`src/rtl/matvec_pkg.sv`:
```
// Shared types and constants for the streaming matrix-vector core.
package matvec_pkg;

    typedef enum logic [2:0] {StHdr, StLoadVec, StMac, StEmit, StDrain} state_e;

    localparam int unsigned HdrRowsLsb = 16;
    localparam int unsigned HdrColsLsb = 0;
    localparam int unsigned HdrFieldW  = 16;

    localparam logic [31:0] ErrWord = 32'h8000_0000;

    // Clamp a sign-extended value into the signed range of a w-bit word.
    function automatic logic signed [127:0] sat_clamp(input logic signed [127:0] v,
                                                      input int unsigned w);
        logic signed [127:0] hi;
        logic signed [127:0] lo;
        hi = (128'sd1 <<< (w - 1)) - 128'sd1;
        lo = -hi - 128'sd1;
        if (v > hi) begin
            return hi;
        end else if (v < lo) begin
            return lo;
        end
        return v;
    endfunction

endpackage

```
`src/rtl/matvec_vec_buf.sv`:
```
// Vector operand store: synchronous write, combinational read.
module matvec_vec_buf
    import matvec_pkg::*;
#(
    parameter int unsigned MAX_DIM = 64,
    parameter int unsigned ELEM_W  = 16
) (
    input  logic                       clk,
    input  logic                       we,
    input  logic [$clog2(MAX_DIM)-1:0] waddr,
    input  logic [ELEM_W-1:0]          wdata,
    input  logic [$clog2(MAX_DIM)-1:0] raddr,
    output logic [ELEM_W-1:0]          rdata
);

    logic [ELEM_W-1:0] mem [MAX_DIM];

    always_ff @(posedge clk) begin
        if (we) begin
            mem[waddr] <= wdata;
        end
    end

    assign rdata = mem[raddr];

endmodule

```
`src/rtl/matvec_stream_core.sv`:
```
// Streaming matrix-vector multiply core: header, vector, row-major matrix in; one word per row out.
// Optional build macro MATVEC_SAT_EN clamps each row result to the signed DATA_W range.
module matvec_stream_core
    import matvec_pkg::*;
#(
    parameter int unsigned DATA_W  = 32,
    parameter int unsigned ELEM_W  = 16,
    parameter int unsigned ACC_W   = 48,
    parameter int unsigned MAX_DIM = 64
) (
    input  logic                clk,
    input  logic                rst,
    input  logic [DATA_W-1:0]   M_AXIS_Recive_tdata,
    input  logic                M_AXIS_Recive_tvalid,
    input  logic                M_AXIS_Recive_tlast,
    output logic                M_AXIS_Recive_tready,
    output logic [DATA_W-1:0]   S_AXIS_Send_tdata,
    output logic [DATA_W/8-1:0] S_AXIS_Send_tkeep,
    output logic                S_AXIS_Send_tvalid,
    output logic                S_AXIS_Send_tlast,
    input  logic                S_AXIS_Send_tready,
    input  logic                axi_send_fifo_almost_full_0,
    output logic                busy,
    output logic                err
);

    localparam int unsigned CntW  = $clog2(MAX_DIM + 1);
    localparam int unsigned IdxW  = $clog2(MAX_DIM);
    localparam int unsigned KeepW = DATA_W / 8;

    state_e                   state_q, ret_q;
    logic [CntW-1:0]          rows_q, cols_q, row_q, col_q;
    logic signed [ACC_W-1:0]  acc_q;
    logic                     err_q, err_pend_q, rdy_en_q;
    logic [DATA_W-1:0]        tdata_q;
    logic [KeepW-1:0]         tkeep_q;
    logic                     tvalid_q, tlast_q;

    logic                     rdy, accept, in_last, last_col, last_row;
    logic [HdrFieldW-1:0]     hdr_rows, hdr_cols;
    logic                     hdr_legal;
    logic signed [ELEM_W-1:0] elem_in, vec_elem;
    logic [ELEM_W-1:0]        vec_raw;
    logic signed [2*ELEM_W-1:0] prod;
    logic signed [ACC_W-1:0]  acc_base, acc_sum;
    logic [DATA_W-1:0]        result;

    assign hdr_rows  = M_AXIS_Recive_tdata[HdrRowsLsb +: HdrFieldW];
    assign hdr_cols  = M_AXIS_Recive_tdata[HdrColsLsb +: HdrFieldW];
    assign hdr_legal = (hdr_rows != '0) && (hdr_cols != '0) &&
                       (hdr_rows <= HdrFieldW'(MAX_DIM)) && (hdr_cols <= HdrFieldW'(MAX_DIM));

    // Only the first word of a row waits on almost_full; a row already started runs to completion.
    always_comb begin
        rdy = 1'b0;
        unique case (state_q)
            StHdr, StLoadVec, StDrain: rdy = 1'b1;
            StMac:                     rdy = !((col_q == '0) && axi_send_fifo_almost_full_0);
            default:                   rdy = 1'b0;
        endcase
    end

    assign M_AXIS_Recive_tready = rdy & rdy_en_q;
    assign accept   = M_AXIS_Recive_tvalid & M_AXIS_Recive_tready;
    assign in_last  = M_AXIS_Recive_tlast;
    assign last_col = (col_q == cols_q - CntW'(1));
    assign last_row = (row_q == rows_q - CntW'(1));

    matvec_vec_buf #(
        .MAX_DIM (MAX_DIM),
        .ELEM_W  (ELEM_W)
    ) u_vec_buf (
        .clk   (clk),
        .we    (accept && (state_q == StLoadVec)),
        .waddr (col_q[IdxW-1:0]),
        .wdata (M_AXIS_Recive_tdata[ELEM_W-1:0]),
        .raddr (col_q[IdxW-1:0]),
        .rdata (vec_raw)
    );

    assign elem_in  = M_AXIS_Recive_tdata[ELEM_W-1:0];
    assign vec_elem = vec_raw;
    assign prod     = (2*ELEM_W)'(elem_in) * (2*ELEM_W)'(vec_elem);
    assign acc_base = (col_q == '0) ? '0 : acc_q;
    assign acc_sum  = acc_base + ACC_W'(prod);

`ifdef MATVEC_SAT_EN
    assign result = DATA_W'(sat_clamp(128'(acc_sum), DATA_W));
`else
    assign result = acc_sum[DATA_W-1:0];
`endif

    always_ff @(posedge clk) begin
        if (rst) begin
            state_q    <= StHdr;
            ret_q      <= StHdr;
            rows_q     <= '0;
            cols_q     <= '0;
            row_q      <= '0;
            col_q      <= '0;
            acc_q      <= '0;
            err_q      <= 1'b0;
            err_pend_q <= 1'b0;
            rdy_en_q   <= 1'b0;
            tdata_q    <= '0;
            tkeep_q    <= '0;
            tvalid_q   <= 1'b0;
            tlast_q    <= 1'b0;
        end else begin
            rdy_en_q <= 1'b1;
            unique case (state_q)
                StHdr: begin
                    if (accept) begin
                        rows_q <= CntW'(hdr_rows);
                        cols_q <= CntW'(hdr_cols);
                        row_q  <= '0;
                        col_q  <= '0;
                        if (hdr_legal && !in_last) begin
                            err_q   <= 1'b0;
                            state_q <= StLoadVec;
                        end else if (hdr_legal || !in_last) begin
                            err_q      <= 1'b1;
                            err_pend_q <= 1'b1;
                            state_q    <= StDrain;
                        end else begin
                            err_q    <= 1'b1;
                            tdata_q  <= DATA_W'(ErrWord);
                            tlast_q  <= 1'b1;
                            tkeep_q  <= '1;
                            tvalid_q <= 1'b1;
                            ret_q    <= StHdr;
                            state_q  <= StEmit;
                        end
                    end
                end
                StLoadVec: begin
                    if (accept) begin
                        if (in_last) begin
                            err_q      <= 1'b1;
                            err_pend_q <= 1'b1;
                            state_q    <= StDrain;
                        end else if (last_col) begin
                            col_q   <= '0;
                            state_q <= StMac;
                        end else begin
                            col_q <= col_q + CntW'(1);
                        end
                    end
                end
                StMac: begin
                    if (accept) begin
                        acc_q <= acc_sum;
                        if (last_col) begin
                            col_q    <= '0;
                            tkeep_q  <= '1;
                            tvalid_q <= 1'b1;
                            state_q  <= StEmit;
                            if (last_row) begin
                                tdata_q <= result;
                                tlast_q <= 1'b1;
                                ret_q   <= in_last ? StHdr : StDrain;
                                if (!in_last) begin
                                    err_q <= 1'b1;
                                end
                            end else if (in_last) begin
                                err_q   <= 1'b1;
                                tdata_q <= DATA_W'(ErrWord);
                                tlast_q <= 1'b1;
                                ret_q   <= StHdr;
                            end else begin
                                tdata_q <= result;
                                tlast_q <= 1'b0;
                                row_q   <= row_q + CntW'(1);
                                ret_q   <= StMac;
                            end
                        end else begin
                            col_q <= col_q + CntW'(1);
                            if (in_last) begin
                                err_q    <= 1'b1;
                                tdata_q  <= DATA_W'(ErrWord);
                                tlast_q  <= 1'b1;
                                tkeep_q  <= '1;
                                tvalid_q <= 1'b1;
                                ret_q    <= StHdr;
                                state_q  <= StEmit;
                            end
                        end
                    end
                end
                StEmit: begin
                    if (S_AXIS_Send_tready) begin
                        tvalid_q <= 1'b0;
                        tlast_q  <= 1'b0;
                        tkeep_q  <= '0;
                        state_q  <= ret_q;
                    end
                end
                StDrain: begin
                    if (accept && in_last) begin
                        if (err_pend_q) begin
                            err_pend_q <= 1'b0;
                            tdata_q    <= DATA_W'(ErrWord);
                            tlast_q    <= 1'b1;
                            tkeep_q    <= '1;
                            tvalid_q   <= 1'b1;
                            ret_q      <= StHdr;
                            state_q    <= StEmit;
                        end else begin
                            state_q <= StHdr;
                        end
                    end
                end
                default: state_q <= StHdr;
            endcase
        end
    end

    assign S_AXIS_Send_tdata  = tdata_q;
    assign S_AXIS_Send_tkeep  = tkeep_q;
    assign S_AXIS_Send_tvalid = tvalid_q;
    assign S_AXIS_Send_tlast  = tlast_q;
    assign busy               = (state_q != StHdr);
    assign err                = err_q;

endmodule
```
`config.mk`:
```
export PLATFORM = sky130hd
export DESIGN_NAME = matvec_stream_core
export DESIGN_NICKNAME = d
export VERILOG_FILES = /design/src/rtl/matvec_pkg.sv /design/src/rtl/matvec_vec_buf.sv /design/src/rtl/matvec_stream_core.sv
export SDC_FILE = /design/constraint.sdc
export NUM_CORES = 2
export LEC_CHECK = 0
export BUFFER_PORTS_ARGS = -buffer_cell sky130_fd_sc_hd__buf_2
export CORE_MARGIN = 3
export CORE_UTILIZATION = 61
export CTS_CLUSTER_SIZE = 20
export DETAILED_ROUTE_END_ITERATION = 10
export PLACE_DENSITY = 0.78
export SLEW_MARGIN = 10
export SYNTH_ARGS = -nofsm -noshare
export SYNTH_HDL_FRONTEND = slang
export SYNTH_SLANG_ARGS = --single-unit
```
`constraint.sdc`:
```
create_clock -name clk -period 12.65 [get_ports clk]
set_input_delay 1.8975 -clock clk [delete_from_list [all_inputs] [get_ports clk]]
set_output_delay 1.8975 -clock clk [all_outputs]
set_load 0.01 [all_outputs]
```
==> run metrics <==
outcome=complete, no violations; area share of and/or/nand/nor cells after synthesis=0.0598; Max Cap Viol=0; Hold Buf Count CTS=0; clock-pin slew on the worst setup and hold paths=roughly 60 ps; Synth Flop Type=edfxtp_1; Final Hold Fails=0; RD Place Congestion=0.859; worst-path fanout max=86; Syn Area/Cell=16.4 sq um; routed length on met2=roughly 67 mm; Fmax achieved=between 100 and 150 MHz; delay-heaviest family, CP=adder cells; H-tree depth=3; wire per inst=just under 30 um; cell area after synthesis=55,000 sq um; critical path's largest stage delay=just under 1000 ps; Final WS setup=roughly 2700 ps; clock buffer depth=3; fin crit share=0.788; core area=88,900 sq um; DIE WIDTH=306 um; unrepaired setup endpoints after global routing=false; number of global-route vias before repair=between 30,000 and 40,000; top cell type's share of synthesized area=0.559; starting density of the core=0.619; fraction of layout cells with a size suffix above 1=0.198; I/O Buffers=around 80; number of I/O pins=between 70 and 80; Cells after Synth=~3,300; area added between synthesis and finish=10.0%; row count=109; Setup Viol. Count Final=0; initial antenna violation count=5; drt via density=approximately 6.5; register area share after synthesis=0.598; P_leak=21.5 nW; Total GRT Usage=0.302; critical path arrival=10,470 ps; most frequent CP cell=fa_1; Crit. End Element=register; HP Start=acc_q[26]$_SDFFE_PP0P_; clock root buffer=clkbuf_16; Post-CTS Resized=0; crit path kind=register to register; Syn Nets=3,784; Slew Viols, Final=0; final instance area=60,500 sq um; worst min-delay path class=register to register; TritonCTS Buffers=roughly 110; YS warnings=0; DP Area=56,800 sq um; via count=30,700; CP startpoint kind=register; largest net degree at the start of global routing=90; CTS tree=done; DP Wirelength=82.3 mm; Worst-Skew Late Latency=just over 700 ps; most frequent cells in the layout=edfxtp_1, inv_1, mux4_2; ys async rst share=0; worst slack at placement=~2700 ps; critical path required time=13,160 ps; top layer in use=met5; post-layout min period=between 9000 and 10,000 ps; commonest non-fill, non-tap cell in the layout=edfxtp_1; WP buf/inv=5; WL final=between 100 and 150 mm; met3 wire length=~13 mm; DR iter-0 viols=roughly 3,800; post-synth top area cell=edfxtp_1; Cells after DPL=roughly 4,500; post-route core utilization=0.681; skew final=between 60 and 70 ps; Slew HR=0.201; global route overflow=0; Slowest-stage cell, CP=dfxtp_4; Synth Area in Compound Gates=0.0245; accumulated negative setup slack=0 ps; main combinational cell family by area after synthesis=multiplexers; top post-synthesis cells by area=edfxtp_1, mux4_2, fa_1; Final nets=roughly 3,900; met1 wire length=51.0 mm; power per cell area=approximately 230 nW/um^2; EDFF count, synth=between 1,000 and 1,500; Layout Cells excl Fill=between 4,000 and 5,000; xor and xnor area share after synthesis=0.0108; mux cell area share after synthesis=0.136; DRC errors left=0; die height=roughly 310 um; first-pass GRT wire length=between 200 and 250 mm; first-pass detailed-route iteration total=6; Seq cells post-synth=approximately 1,100; Total Die Area=~94,000 sq um; Slew @ Worst Pin=about 1200 ps; post-synthesis adder-cell area fraction=0.130; Synth cell types=slightly below 70; postcts setup bufs=0; Worst IR Drop VDD=0.513 mV; antenna violation net count after detailed routing=0; clock sink count=1,132
-- metal layers --
layer | global-route usage | vias up
li1 | - | 12500
met1 | 0.414 | 15900
met2 | 0.490 | 1940
met3 | 0.0540 | 383
met4 | 0.125 | 6
met5 | 0 | -
-- stage by stage --
stage / hold WS, ps / power, mW
2_1_floorplan: 432 / 9.21
3_3_place_gp: 438 / 10.4
3_5_place_dp: 446 / 10.6
4_1_cts: 456 / 13.9
5_1_grt: 476 / 15.0
6_report: 454 / 13.9
-- cell usage after synthesis (4+ instances only) --
| master | count |
|---|---|
| a211oi_1 | 5 |
| a31oi_1 | 11 |
| nand4_1 | 10 |
| or2_2 | 6 |
| nor3_1 | 18 |
| or3_1 | 11 |
| nor4_1 | 12 |
| and3_1 | 4 |
| fa_1 | 292 |
| mux4_2 | 328 |
| a21oi_1 | 78 |
| buf_1 | 17 |
| edfxtp_1 | 1024 |
| a21o_1 | 11 |
| nor2b_1 | 10 |
| nand3_1 | 20 |
| o21ai_0 | 23 |
| a22oi_1 | 36 |
| mux2i_1 | 7 |
| ha_1 | 106 |
| nand2b_1 | 7 |
| buf_2 | 18 |
| clkbuf_1 | 85 |
| and2_1 | 181 |
| nand2_1 | 219 |
| buf_4 | 19 |
| xor2_1 | 25 |
| buf_6 | 16 |
| dfxtp_1 | 108 |
| inv_1 | 362 |
| o21a_1 | 10 |
| xnor2_1 | 43 |
| nor2_1 | 170 |
-- cell type report --
class	count	area (sq um)
Clock buffer	131	2870
Fill cell	5577	28400
Sequential cell	1132	32900
Antenna cell	1	2.50
Clock inverter	75	820
Tap cell	1165	1460
Timing Repair Buffer	173	1160
Inverter	365	1370
Multi-Input combinational cell	1693	19900
-- power breakdown --
part           internal (mW)  switching (mW)
clock                   1.92            1.44
sequential              4.09          0.0257
combinational           2.66            3.82
-- worst min-delay path, cell delays in order (launching register included) --
cell and delay (ps):
dfxtp_1 300, nand2_1 50, a21oi_1 50
-- registers in the layout (all words and copies together), names as in the netlist, named ones only --
register and count:
S_AXIS_Send_tdata 32, S_AXIS_Send_tkeep 1, S_AXIS_Send_tlast 1, acc_q 32, col_q 7, cols_q 7
err 1, err_pend_q 1, rdy_en_q 1, ret_q 2, row_q 7, rows_q 7
state_q 3, u_vec_buf.mem 1024
-- logic make-up after synthesis --
group,count (synthesis)
adders and majority gates,398
and+or+nand+nor,681
xor gates and xnor gates,68
DFF,1132
AOI/OAI and AO/OA,209
buffers and inverters,523
muxes,337
-- final timing paths --
| check | to | slack, ps | cells past startpoint |
|---|---|---|---|
| worst min register to register | acc_q[26]$_SDFFE_PP0P_ | 450 | 2 |
| worst min-delay path | acc_q[26]$_SDFFE_PP0P_ | 450 | 2 |
| worst max-delay path | S_AXIS_Send_tdata[31]$_SDFFE_PP0P_ | 2690 | 25 |
| worst max register to register | S_AXIS_Send_tdata[31]$_SDFFE_PP0P_ | 2690 | 25 |
Power figures use the tool's default switching activity.
